`config.mk`:
```
export PLATFORM = sky130hd
export DESIGN_NAME = md_issue_ctrl
export DESIGN_NICKNAME = d
export VERILOG_FILES = /design/src/rtl/md_issue_ctrl_pkg.sv /design/src/rtl/md_decode.sv /design/src/rtl/md_issue_ctrl.sv
export SDC_FILE = /design/constraint.sdc
export NUM_CORES = 1
export LEC_CHECK = 0
export CORE_MARGIN = 2
export CORE_UTILIZATION = 37
export CTS_CLUSTER_DIAMETER = 50
export DETAILED_ROUTE_END_ITERATION = 10
export GPL_ROUTABILITY_DRIVEN = 0
export GPL_TIMING_DRIVEN = 0
export HOLD_SLACK_MARGIN = 0.15
export PLACE_DENSITY = 0.74
export SETUP_SLACK_MARGIN = 0.02
export SYNTH_ARGS = -nofsm -noshare
export SYNTH_HDL_FRONTEND = slang
export SYNTH_HIERARCHICAL = 1
export SYNTH_SLANG_ARGS = --single-unit
```
`constraint.sdc`:
```
create_clock -name clk -period 3.3 [get_ports clk]
set_clock_uncertainty 0.05 [all_clocks]
set_input_delay 0.825 -clock clk [delete_from_list [all_inputs] [get_ports clk]]
set_output_delay 0.825 -clock clk [all_outputs]
set_load 0.05 [all_outputs]
```
`src/rtl/md_issue_ctrl_pkg.sv`:
```
// Shared definitions for the multiply/divide issue controller: instruction field
// slices, SPECIAL-opcode function codes and the issue FSM state type.
package md_issue_ctrl_pkg;

  localparam logic [5:0] OpSpecial = 6'h00;

  localparam logic [5:0] FuncMfhi  = 6'h10;
  localparam logic [5:0] FuncMthi  = 6'h11;
  localparam logic [5:0] FuncMflo  = 6'h12;
  localparam logic [5:0] FuncMtlo  = 6'h13;
  localparam logic [5:0] FuncMult  = 6'h18;
  localparam logic [5:0] FuncMultu = 6'h19;
  localparam logic [5:0] FuncDiv   = 6'h1A;
  localparam logic [5:0] FuncDivu  = 6'h1B;

  typedef enum logic [1:0] {
    StIdle,
    StWaitBusy,
    StBusy
  } md_state_e;

  function automatic logic [5:0] op_of(input logic [31:0] instr);
    return instr[31:26];
  endfunction

  function automatic logic [5:0] func_of(input logic [31:0] instr);
    return instr[5:0];
  endfunction

endpackage

```
`src/rtl/md_decode.sv`:
```
// Combinational classifier: flags MD-unit operations and any HI/LO user.
module md_decode
  import md_issue_ctrl_pkg::*;
(
  input  logic [31:0] instr,
  output logic        is_md,
  output logic        is_hilo
);

  logic [5:0] op;
  logic [5:0] func;
  logic       unused_mid;

  assign op         = op_of(instr);
  assign func       = func_of(instr);
  assign unused_mid = ^instr[25:6];

  // Decode function field of SPECIAL-opcode instructions.
  always_comb begin
    is_md   = 1'b0;
    is_hilo = 1'b0;
    if (op == OpSpecial) begin
      case (func)
        FuncMult, FuncMultu, FuncDiv, FuncDivu: begin
          is_md   = 1'b1;
          is_hilo = 1'b1;
        end
        FuncMfhi, FuncMthi, FuncMflo, FuncMtlo: is_hilo = 1'b1;
        default: ;
      endcase
    end
  end

endmodule

```
`src/rtl/md_issue_ctrl.sv`:
```
// E-stage initiator for the multiply/divide unit: issues exactly one start per
// MD instruction, stalls D-stage HI/LO users while an operation is in flight,
// and supervises the operation with a watchdog and a stall-cycle counter.
module md_issue_ctrl
  import md_issue_ctrl_pkg::*;
#(
  parameter int unsigned TIMEOUT = 16,
  parameter int unsigned CNT_W   = 32
) (
  input  logic             clk,
  input  logic             reset,
  input  logic [31:0]      instr_d,
  input  logic [31:0]      instr_e,
  input  logic             valid_e,
  input  logic             e_new,
  input  logic             busy,
  input  logic             req,
  output logic             start,
  output logic             stall_d,
  output logic             md_inflight,
  output logic             err_timeout,
  output logic [CNT_W-1:0] stall_cycles
);

  localparam int unsigned    WdW    = $clog2(TIMEOUT + 1);
  localparam logic [WdW-1:0] WdLast = WdW'(TIMEOUT - 1);

  md_state_e        state_q, state_d;
  logic             issued_q, issued_d;
  logic [WdW-1:0]   wd_q, wd_d;
  logic             err_q, err_d;
  logic [CNT_W-1:0] cnt_q, cnt_d;

  logic d_is_hilo, d_is_md_unused;
  logic e_is_md, e_is_hilo_unused;

  md_decode u_dec_d (
    .instr   (instr_d),
    .is_md   (d_is_md_unused),
    .is_hilo (d_is_hilo)
  );

  md_decode u_dec_e (
    .instr   (instr_e),
    .is_md   (e_is_md),
    .is_hilo (e_is_hilo_unused)
  );

  // Handshake outputs. In-flight ends in the cycle busy drops so a waiting
  // HI/LO reader is released exactly when the result becomes visible.
  always_comb begin
    start = ~reset & valid_e & e_is_md & ~issued_q & ~req & ~busy & (state_q == StIdle);
    md_inflight = start | (state_q == StWaitBusy) | ((state_q == StBusy) & busy);
    stall_d     = ~reset & d_is_hilo & (md_inflight | busy);
  end

  assign err_timeout  = err_q;
  assign stall_cycles = cnt_q;

  // Next-state: FSM, watchdog, issued flag and saturating stall counter.
  always_comb begin
    state_d  = state_q;
    wd_d     = '0;
    err_d    = err_q;
    issued_d = issued_q;
    cnt_d    = cnt_q;

    unique case (state_q)
      StIdle:     if (start) state_d = StWaitBusy;
      StWaitBusy: begin
        if (busy)     state_d = StBusy;
        else if (req) state_d = StIdle;
      end
      StBusy:     if (!busy) state_d = StIdle;
      default:    state_d = StIdle;
    endcase

    if (state_q != StIdle) begin
      if (wd_q == WdLast) begin
        err_d   = 1'b1;
        state_d = StIdle;
      end else begin
        wd_d = wd_q + 1'b1;
      end
    end

    // A newly loaded E instruction always starts un-issued.
    if (e_new)      issued_d = 1'b0;
    else if (start) issued_d = 1'b1;

    if (stall_d && (cnt_q != '1)) cnt_d = cnt_q + 1'b1;
  end

  // State registers with asynchronous clear.
  always_ff @(posedge clk or posedge reset) begin
    if (reset) begin
      state_q  <= StIdle;
      issued_q <= 1'b0;
      wd_q     <= '0;
      err_q    <= 1'b0;
      cnt_q    <= '0;
    end else begin
      state_q  <= state_d;
      issued_q <= issued_d;
      wd_q     <= wd_d;
      err_q    <= err_d;
      cnt_q    <= cnt_d;
    end
  end

endmodule
```
After elaboration in Yosys (flattened, before gate mapping)
Index checks and enable logic that the tools add are counted.

storage, ports and cells
  output and inout bits = 36
  bits in registers = 41
  input port bits = 70

cells by class
  bitwise operators = 16
  reduce and logical (&&, ||, !) cells = 9
  equality and inequality tests = 16
  add/sub/neg operators = 2
  muxes and demuxes = 15

operators by type and width
  operator                                                          count
  6-bit by 5-bit == test with 1-bit output (second input constant)  12
  32-bit by 1-bit adder with 32-bit output (second input constant)  1
  32-bit inequality test (second input constant)                    1
  6-bit logical NOT                                                 2
  2-bit 2-to-1 mux                                                  6
  5-bit 2-to-1 mux                                                  2
  1-bit AND                                                         9
  8-bit OR reduction                                                1
  1-bit 2-to-1 mux                                                  6
  2-bit one-hot mux with 3 select lines                             1
  5-bit by 1-bit adder with 5-bit output (second input constant)    1
  5-bit by 4-bit == test with 1-bit output (second input constant)  1
  1-bit inverter                                                    4
  2-bit nonzero test                                                2
  4-bit OR reduction                                                1
  1-bit bitwise OR                                                  3
  2-bit by 1-bit == test with 1-bit output (second input constant)  1
  2-bit == test (second input constant)                             1
  2-bit logical NOT                                                 1
  2-bit AND reduction                                               1
  1-bit logical AND                                                 1

Longest topological paths before layout
Gate-level depths: netlist of run 1.

  word-level depth = 14
  mapped depth = 8

Modules after synthesis
Netlist of run 1, hierarchy kept.

modules (own cells, without submodules)
  module         sequential area each (µm²)  cells each  times used  area an instance (µm²)
  md_issue_ctrl  1026.0                      189         1           2115.8
  md_decode      0.0                         5           2           38.8

Least setup slack after synthesis of run 1
No wires, ideal clock.

  path type = input port to output port
  start = input port reset
  end = output port md_inflight
  slack = -1695 ps
  path buffers = 0
  arrival time = 4120 ps
  stages on the path = 4
  cells stage by stage = inv_1 -> nand4_1 -> nor4_1 -> a211o_1

between the ends
  cells in the longest elaborated chain, start to end = 9

ends and longest elaborated chain
  what                            RTL line             RTL
  from (decl)                     md_issue_ctrl.sv:11  input logic reset,
  1-bit inverter                  md_issue_ctrl.sv:52  start = ~reset & valid_e & e_is_md & ~issued_q & ~req & ~busy & (state_q == StIdle);
  1-bit AND (6 in series)         md_issue_ctrl.sv:52
  net start                       md_issue_ctrl.sv:18  output logic start,
  1-bit bitwise OR (2 in series)  md_issue_ctrl.sv:53  md_inflight = start | (state_q == StWaitBusy) | ((state_q == StBusy) & busy);
  to (decl)                       md_issue_ctrl.sv:20  output logic md_inflight,

The timed path passes the listed nets, and every way through them passes these cells.

Worst setup path in the final report of run 1
  start = input port instr_e[31]
  end = output port md_inflight

between the ends
  cells in the longest elaborated chain, start to end = 9

ends and longest elaborated chain
  what                            RTL line             RTL
  from (decl)                     md_issue_ctrl.sv:13  input logic [31:0] instr_e,
  6-bit logical NOT               md_decode.sv:22      if (op == OpSpecial) begin
  1-bit 2-to-1 mux                md_decode.sv:22
  net e_is_md                     md_issue_ctrl.sv:35  logic e_is_md, e_is_hilo_unused;
  1-bit AND (5 in series)         md_issue_ctrl.sv:52
  1-bit bitwise OR (2 in series)  md_issue_ctrl.sv:53

The timed path passes the listed nets, and every way through them passes these cells.

==> results.md, run 1 <==
* Slew @ Worst Pin at 1.02 ns
* Post-Place Worst Slack at -1.44 ns
* Vias in the first global route at ~1800
* Reg2Reg Launch Point: stall_cycles[0]
* CP Capture Type: primary output
* M3 GR Usage at 4.16%
* # DRC at 0
* CP Class: in -> out
* Vias at 1829
* Mapped Area at 2160 sq um
* Hpwl dp at 3500 microns
* Layer with the highest usage: met2
* Hold Startpoint: wd_q[0]
* ANT cells at 0
* Failing checks: setup timing
* Slew Limit Fails at 0
* Overall Power at 879 uW
* Fmax at just under 0.3 GHz
* Final std cells w/o fill at approximately 340
* Int Pwr at 693 uW
* Final net count at 343
* CTS Sinks at 41
* Lkg Pwr at between 1 and 1.5 nW
* Tot GR Track Use at 16.2%
* Unrepaired setup endpoints after global routing: true
* NetSw at about 190 uW
* Starting Density at between 30% and 40%
* Clk buf depth at 2
* PnR worst setup slack at -0.0686 ns
* Worst reg2reg endpoint: stall_cycles[29]
* Hold depth at 1
* Post-detailed-routing wire length at 4990 microns
* Status: complete, but fails checks
* CP Max Fanout at 3
* Routed len/inst at 14.6 microns
* Dpl cells at 327
* Sw Ratio at approximately a fifth
* Flop pwr share at 57.2%
* Syn Area/Cell at 11.1 sq um
* Antenna violations before repair at 0
* Die Width at 80.5 microns
* Post-Syn Instances at between 150 and 200
* Worst R2R Path Depth at 7
* Core Area at 5570 sq um
* Met2 Use GR at between 20 and 30%
* Layout cells sized above 1 at a little over a fifth
* Worst Setup Start Kind: input port
* Pwr Density at 283 nW/um^2
* Initial DRC Count at 88
* Io pins at approximately 110
* Syn Nets at around 270
* Die area at 6480 sq um
* Reg-to-reg slack, setup at 1.10 ns
* Max-cap violations at 0
* Final ANT Viol Nets at 0
* Clock transition at the registers of the reported paths at 0.07 ns
* Overall die height at slightly above 80 microns
* # rows at 27
* Final hold vios at 0
* DRT Pass-1 Iters at 4
* Largest net degree at the start of global routing at 22
* Comb pwr share at 5.5%
* Critical Path AT at 2.49 ns
* Gr ovfl total at 0
* # port buffers at 60
* M1 GR Usage at a little over a fifth
* Tcrit/Tclk final at 102%
* Relative slew slack at a little under a third
* Worst Hold Class: reg -> reg
* Synth warnings at 6
* Endpoints failing setup at 2
* CP required at 2.42 ns
* Tmin final at 3.37 ns
* Hold endpoint: wd_q[0]
* Share of power burned in the clock network at a little under two fifths
* CTS Buf Count at 5
* Area Growth Syn to Fin at 43.4%
* Clock Latency Late Sink at 0.29 ns
* Max H-tree Level at 2
* Root Buffer Master: clkbuf_8
* Setup TNS Final at -0.103 ns
* CTS tree: yes
* First-pass GRT wire length at 8090 microns
* Vias/cell at 5.33
* Peak VDD IR at around 0.18 mV
==> metrics by stage <==
| step | hold WS [ns] | instance area (sq um) | utilization (%) |
|---|---|---|---|
| after floorplan | 0.380 | 2200 | - |
| after global placement | 0.396 | 2890 | 51.8 |
| after detailed placement | 0.408 | 2890 | 51.8 |
| after CTS | 0.417 | 3100 | 55.6 |
| after global routing | 0.435 | 3100 | 55.7 |
| final | 0.413 | 3100 | 55.7 |
==> worst max-delay path, stage by stage <==
cell,delay [ns]
buf_6,0.09
or4b_4,0.54
nor4_4,0.25
nand4_1,0.23
nor4_4,0.27
a211o_4,0.16
buf_8,0.13
==> worst max-delay path by stage <==
stage                 from  slack [ns]           to  cells after the start
2_1_floorplan  instr_e[30]       -0.40  md_inflight                      5
3_3_place_gp         reset       -1.39  md_inflight                      6
3_5_place_dp         reset       -1.44  md_inflight                      6
4_1_cts        instr_e[31]       -0.05  md_inflight                      7
5_1_grt        instr_e[31]       -0.18  md_inflight                      7
6_report       instr_e[31]       -0.07  md_inflight                      7
==> registers in the layout, summed over array words and instances (netlist names) <==
signal / cells
wd_q: 5
issued_q: 1
state_q: 2
stall_cycles: 32
err_timeout: 1
==> cell usage in the layout, fill, tap and decap left out, drive strengths merged <==
cell type / n
dfrtp: 41
clkdlybuf4s50: 41
xnor2: 23
nand4: 16
buf: 16
nor2: 15
nand3: 14
nand2: 13
clkbuf: 12
nor4: 11
xor2: 8
and3: 8
dlygate4sd2: 5
inv: 4
or2: 3
a21oi: 3
nor3: 3
clkdlybuf4s15: 3
or4b: 3
or3: 3
clkinvlp: 3
nor4bb: 2
nor4b: 2
and2: 2
mux2i: 2
nor2b: 2
ha: 2
and4: 2
and3b: 1
a211oi: 1
a31oi: 1
nand4b: 1
a211o: 1
o211a: 1
a2111oi: 1
mux2: 1
o21bai: 1
==> what timing repair did <==
item,in CTS,in global routing
setup buffers,5,2
cloned,2,0
pin swaps,11,3
endpoints found under the hold margin,0,0
endpoints found under the setup margin,15,3
hold buffers,0,0
resized for setup,67,6
==> final cells by class <==
| class | instances | area, sq um |
|---|---|---|
| inverter | 5 | 22.5 |
| clock buffer | 7 | 86.3 |
| buffer | 3 | 18.8 |
| tap | 72 | 90.1 |
| fill | 512 | 2470 |
| timing repair inverter | 2 | 10.0 |
| timing repair buffer | 67 | 627 |
| multi-input combinational | 146 | 1220 |
| sequential | 41 | 1030 |
==> power by group through the flow <==
stage / Combinational [mW] / Clock (mW) / Sequential (mW)
after global routing: 0.0525 / 0.362 / 0.503
after floorplan: 0.0103 / 0 / 0.514
after global placement: 0.0455 / 0 / 0.513
after CTS: 0.0495 / 0.337 / 0.503
after detailed placement: 0.0461 / 0 / 0.513
final: 0.0480 / 0.329 / 0.503
==> layer usage <==
metal  share of wire, %  wire (microns)
met1                 46            2270
met3                6.5             325
met5                  0               0
met4                1.4              70
met2                 47            2320
Note: power is estimated with default switching activity, not from simulation.
==> inputs of run 2 (changes only) <==
--- a/config.mk
+++ b/config.mk
@@ -7,7 +7,6 @@
 export LEC_CHECK = 0
 export CORE_MARGIN = 2
 export CORE_UTILIZATION = 37
-export CTS_CLUSTER_DIAMETER = 50
 export DETAILED_ROUTE_END_ITERATION = 10
 export GPL_ROUTABILITY_DRIVEN = 0
 export GPL_TIMING_DRIVEN = 0
==> results of run 2 <==
The final DEF is identical to that of run 1; final timing and power are the same.
